$ cat src/rtl/bcd2bin_seq.sv
// Sequential sign-magnitude BCD to two's-complement converter, one decimal
// digit per clock, most significant digit first, with start/busy/done handshake.
module bcd2bin_seq #(
    parameter int width  = 12,
    parameter int digits = 4
) (
    input  logic                  clk,
    input  logic                  rst_n,
    input  logic                  start,
    input  logic [4*digits-1:0]   bcd,
    input  logic                  neg,
    output logic [width-1:0]      bin,
    output logic                  busy,
    output logic                  done,
    output logic                  err
);

    // state | meaning
    // IDLE  | waiting for start; last result held on bin/err
    // ACC   | accumulating one digit per edge, cnt selects the digit
    // FIN   | result and error written, done pulsed
    typedef enum logic [1:0] {IDLE, ACC, FIN} state_t;

    localparam int AW = width + 4;
    localparam int CW = (digits > 1) ? $clog2(digits) : 1;
    localparam logic [AW-1:0] LIM_POS = AW'((64'd1 << (width - 1)) - 64'd1);
    localparam logic [AW-1:0] LIM_NEG = AW'(64'd1 << (width - 1));

    state_t                state_q, state_d;
    logic [4*digits-1:0]   bcd_q, bcd_d;
    logic                  neg_q, neg_d;
    logic [AW-1:0]         acc_q, acc_d;
    logic [CW-1:0]         cnt_q, cnt_d;
    logic                  ovf_q, ovf_d;
    logic                  inv_q, inv_d;
    logic [width-1:0]      bin_q, bin_d;
    logic                  err_q, err_d;
    logic                  done_q, done_d;

    logic                  nib_bad;
    logic [3:0]            digit;
    logic [AW-1:0]         acc_new;
    logic [AW-1:0]         acc_neg;
    logic [AW-1:0]         limit;

    always_ff @(posedge clk or negedge rst_n) begin
        if (!rst_n) begin
            state_q <= IDLE;
            bcd_q   <= '0;
            neg_q   <= 1'b0;
            acc_q   <= '0;
            cnt_q   <= '0;
            ovf_q   <= 1'b0;
            inv_q   <= 1'b0;
            bin_q   <= '0;
            err_q   <= 1'b0;
            done_q  <= 1'b0;
        end else begin
            state_q <= state_d;
            bcd_q   <= bcd_d;
            neg_q   <= neg_d;
            acc_q   <= acc_d;
            cnt_q   <= cnt_d;
            ovf_q   <= ovf_d;
            inv_q   <= inv_d;
            bin_q   <= bin_d;
            err_q   <= err_d;
            done_q  <= done_d;
        end
    end

    always_comb begin
        state_d = state_q;
        bcd_d   = bcd_q;
        neg_d   = neg_q;
        acc_d   = acc_q;
        cnt_d   = cnt_q;
        ovf_d   = ovf_q;
        inv_d   = inv_q;
        bin_d   = bin_q;
        err_d   = err_q;
        done_d  = 1'b0;

        nib_bad = 1'b0;
        digit   = 4'd0;
        for (int i = 0; i < digits; i++) begin
            if (bcd[4*i +: 4] > 4'd9) nib_bad = 1'b1;
            if (cnt_q == CW'(i)) digit = bcd_q[4*i +: 4];
        end
        acc_new = acc_q * AW'(10) + AW'(digit);
        acc_neg = -acc_q;
        limit   = neg_q ? LIM_NEG : LIM_POS;

        unique case (state_q)
            IDLE: begin
                if (start) begin
                    bcd_d   = bcd;
                    neg_d   = neg;
                    inv_d   = nib_bad;
                    acc_d   = '0;
                    ovf_d   = 1'b0;
                    cnt_d   = CW'(digits - 1);
                    state_d = nib_bad ? FIN : ACC;
                end
            end
            ACC: begin
                // Once out of range the magnitude is frozen; the result is discarded anyway.
                if (!ovf_q) begin
                    acc_d = acc_new;
                    if (acc_new > limit) ovf_d = 1'b1;
                end
                if (cnt_q == '0) state_d = FIN;
                else             cnt_d   = cnt_q - 1'b1;
            end
            FIN: begin
                err_d   = inv_q | ovf_q;
                if (inv_q | ovf_q) bin_d = '0;
                else if (neg_q)    bin_d = acc_neg[width-1:0];
                else               bin_d = acc_q[width-1:0];
                done_d  = 1'b1;
                state_d = IDLE;
            end
            default: state_d = IDLE;
        endcase
    end

    assign bin  = bin_q;
    assign err  = err_q;
    assign done = done_q;
    assign busy = (state_q != IDLE);

endmodule

$ cat config.mk
export PLATFORM = sky130hd
export DESIGN_NAME = bcd2bin_seq
export DESIGN_NICKNAME = d
export VERILOG_FILES = /design/src/rtl/bcd2bin_seq.sv
export SDC_FILE = /design/constraint.sdc
export NUM_CORES = 1
export LEC_CHECK = 0
export CAP_MARGIN = 0
export CORE_UTILIZATION = 36
export DETAILED_ROUTE_END_ITERATION = 10
export PLACE_DENSITY = 0.65
export SLEW_MARGIN = 0
export SYNTH_ARGS = -nofsm -noshare
export SYNTH_HDL_FRONTEND = slang
export SYNTH_SLANG_ARGS = --single-unit
$ cat constraint.sdc
create_clock -name clk -period 4.9 [get_ports clk]
set_input_delay 1.225 -clock clk [delete_from_list [all_inputs] [get_ports clk]]
set_output_delay 1.225 -clock clk [all_outputs]
set_load 0.02 [all_outputs]
==> impl_metrics.yaml <==
outcome:
  status: "finished, final reports clean"
job:
  drv_cap: 0
layout:
  drive_gt1_share_pct: 12.15
  area_growth_syn_to_layout_pct: 15.57
  fillCellCount: 954
  final_nets: 459
  n_antenna_cell: 0
worst_setup_path:
  ff2ff_setup_slack_ns: 0.59
  reg2reg_depth: 22
  cp_slowest_stage_delay_ns: 0.44
  required_ns: 5.08
  criticalPathCategory: "register to register"
  cp_max_fo: 7
  critPathBufInv: 2
  r2r-start: "cnt_q[0]"
  cp.arrival_ns: 4.48
  critPathCaptureType: "register"
  crit_start: "cnt_q[0]"
  cp_slowest_cell: "dfrtp_1"
  critPathTopFamily: "compound AO/OA/AOI/OAI gates"
  r2r-end: "ovf_q"
  path_cells: "inv_1 -> ha_1 -> nor2b_1 -> a22oi_1 -> nor2_1 -> a21oi_1 -> o21ai_0 -> ha_1 -> inv_1 -> fa_1 -> nor2b_1 -> nor2_1 -> nor4_2 -> nand2_1 -> xnor2_1 -> ha_1 -> a21o_1 -> a21o_1 -> a21oi_1 -> o211ai_1 -> a21oi_1 -> a32oi_1"
  start_kind: "register"
pwr:
  power_mw: 2.557
  peakVddDrop_uv: 203.1
  swShare_pct: 44.38
  switchingPower_mw: 1.135
  p_seq_share_pct: 29.2
  intPower_mw: 1.422
  powerDensity_mw_per_mm2: 606.5
  p_comb_share_pct: 61.3
  p_leak_nw: 1.961
  pwr-share-clk_pct: 9.6
logic_synthesis:
  ys_seq_area_share_pct: 35.68
  synth_cells: 360
  ys_types: 51
  avgSynthCellArea_um2: 10.13
  synth_edf_count: 0
  syn_nets: 425
  synth-seq-cells: 52
  async_flop_share_pct: 100.0
  yosysWarnings: 0
  synth_flop_cell: "dfrtp_1"
  synth_area_mm2: 0.003647
placed_design:
  place_congestion: 0.8281
  dpl.hpwl_mm: 5.869
  portBuffers: 34
routing:
  drcViolationCount: 0
  first_pass_iters: 4
  drt-total-wl_mm: 7.454
  first_iter_violations: 83
  viasPerCell: 5.241
  drtAntennaViolNets: 0
  vias: 2767
  routedWlPerCell_um: 14.12
floorplanning:
  ios: 35
  die_area_mm2: 0.01054
  die_x_um: 102.7
  initial_core_util_pct: 37.31
  die_h_um: 102.7
  rows: 36
  coreArea_mm2: 0.009774
sta:
  rsz0062_at_grt: "false"
  hold_viol: 0
  period_minus_slack_ns: 4.307
  skew_ns: 0.004710
  tightest_slew_ns: 1.017
  fin_crit_sh_pct: 87.90
  slew_headroom_pct: 31.96
  setup_tns_ns: 0
  finalMaxSlewViolations: 0
  setup_violations: 0
  fmax_mhz: 232.2
clock_network:
  cts_inserted_buffers: 5
  cts_setup_buffers: 0
  htreeDepth: 2
  cts_sinks: 52
  post_cts.resized_instances: 0
  cts_tree: "done"
  clock_latency_ns: 0.30
  root_buffer: "clkbuf_8"
  cts.reportedPaths.clkPinSlew_ns: 0.10
  ctsHoldBuffers: 0
  cts_buffer_depth: 2
global_route:
  grt_max_degree: 53
  track_usage_pct: 15.21
  grt_pass1_wl_mm: 12.90
  grt_pass1_vias: 2714
  antenna_found_initial: 0
  grt_overflow_total: 0
worst_hold_path:
  worstHoldPathCells: 1
  min-delay-start: "bin[5]"
  holdPathEnd: "bin[5]"
  min_path_type: "register to register"
==> routing by layer <==
layer | track usage [%] | up-vias | wire (um)
li1 | - | 1395 | -
met4 | 3.297 | 0 | 60
met2 | 24.67 | 39 | 3464
met3 | 1.017 | 6 | 166
met1 | 22.19 | 1327 | 3763
met5 | 0 | - | 0
==> how the worst max path moves through the flow <==
stage,to,cells after the start
floorplan,ovf_q,22
global placement,ovf_q,22
detailed placement,ovf_q,22
global route,ovf_q,22
CTS,ovf_q,22
finish,ovf_q,22
==> cell type report <==
cell class | count | area, um2 | share of cell area, %
clock buffers | 6 | 72.57 | 1.722
well taps | 133 | 166.4 | 3.948
repair buffers | 37 | 357.8 | 8.489
flip-flops and latches | 52 | 1301 | 30.87
multi-input cells | 285 | 2252 | 53.43
clock inverters | 2 | 16.27 | 0.3859
inverters | 13 | 48.80 | 1.158
==> worst reg2reg max path, delay by kind of cell (launching register included) <==
kind	cells	cell delay, ns
AOI/OAI and AO/OA	9	1.22
xor gates and xnor gates	1	0.21
adders and majority gates	4	1.15
buffers and inverters	2	0.17
DFF	1	0.44
and+or+nand+nor	6	1.00
==> per-stage QoR <==
step	area [um2]	std cells	hold slack, ns	util [%]	setup slack (ns)
final	4215	528	0.5109	43.13	0.5929
after global routing	4215	528	0.5377	43.13	0.1300
after CTS	4215	528	0.5179	43.13	0.6124
after detailed placement	4126	520	0.4959	42.22	0.6446
after global placement	4126	520	0.4877	42.22	0.7566
after floorplan	3647	360	0.4774	-	1.053
==> flip-flops by register name, indices dropped and copies added, names as in the netlist <==
name / count
acc_q: 15
inv_q: 1
err: 1
neg_q: 1
done: 1
bin: 12
bcd_q: 16
cnt_q: 2
ovf_q: 1
state_q: 2
==> logic make-up after synthesis <==
| logic type | after synthesis | share of synthesized area [%] |
|---|---|---|
| compound gates | 99 | 19.42 |
| simple gates | 93 | 13.14 |
| flops | 52 | 35.68 |
| fa+ha+maj | 45 | 15.85 |
| xor+xnor | 30 | 7.788 |
| buf+inv | 23 | 2.573 |
| mux | 18 | 5.557 |
==> power groups by stage <==
stage	clock network, mW	registers, mW	logic, mW
after CTS	0.252	0.747	1.58
after global placement	0	0.752	1.52
after floorplan	0	0.732	1.19
final	0.244	0.746	1.57
after global routing	0.270	0.770	1.76
after detailed placement	0	0.754	1.57
==> synthesized netlist by cell type (all sizes together) (2+ instances only) <==
| master | number | area share (%) |
|---|---|---|
| inv | 13 | 1.3 |
| o21a | 3 | 0.62 |
| nand2b | 3 | 0.51 |
| nor4 | 2 | 0.51 |
| nand2 | 23 | 2.4 |
| o211ai | 2 | 0.41 |
| o31ai | 2 | 0.41 |
| a22oi | 3 | 0.62 |
| buf | 2 | 0.41 |
| a21o | 8 | 1.7 |
| nor3 | 5 | 0.99 |
| nand3 | 4 | 0.69 |
| a211oi | 4 | 0.82 |
| a22o | 25 | 6.0 |
| clkbuf | 8 | 0.82 |
| or3 | 6 | 1.2 |
| nand4 | 9 | 1.5 |
| nor2 | 29 | 3.0 |
| mux2 | 18 | 5.6 |
| a32oi | 2 | 0.69 |
| nor2b | 3 | 0.51 |
| fa | 2 | 1.1 |
| dfrtp | 52 | 36 |
| ha | 43 | 15 |
| or2b | 4 | 0.96 |
| xnor2 | 20 | 4.8 |
| o21ai | 20 | 2.7 |
| a21oi | 21 | 3.0 |
| xor2 | 9 | 2.4 |
| or2 | 3 | 0.51 |
==> placed cells by master, fill, tap and decap left out, drive strengths merged, types with 13 or more instances in the layout <==
cell	synthesis	final
a21oi	21	21
a22o	25	25
clkdlybuf4s50	0	33
dfrtp	52	52
ha	43	43
inv	13	13
mux2	18	18
nand2	23	23
nor2	29	29
o21ai	20	20
xnor2	20	20
(Power assumes the default switching activity.)
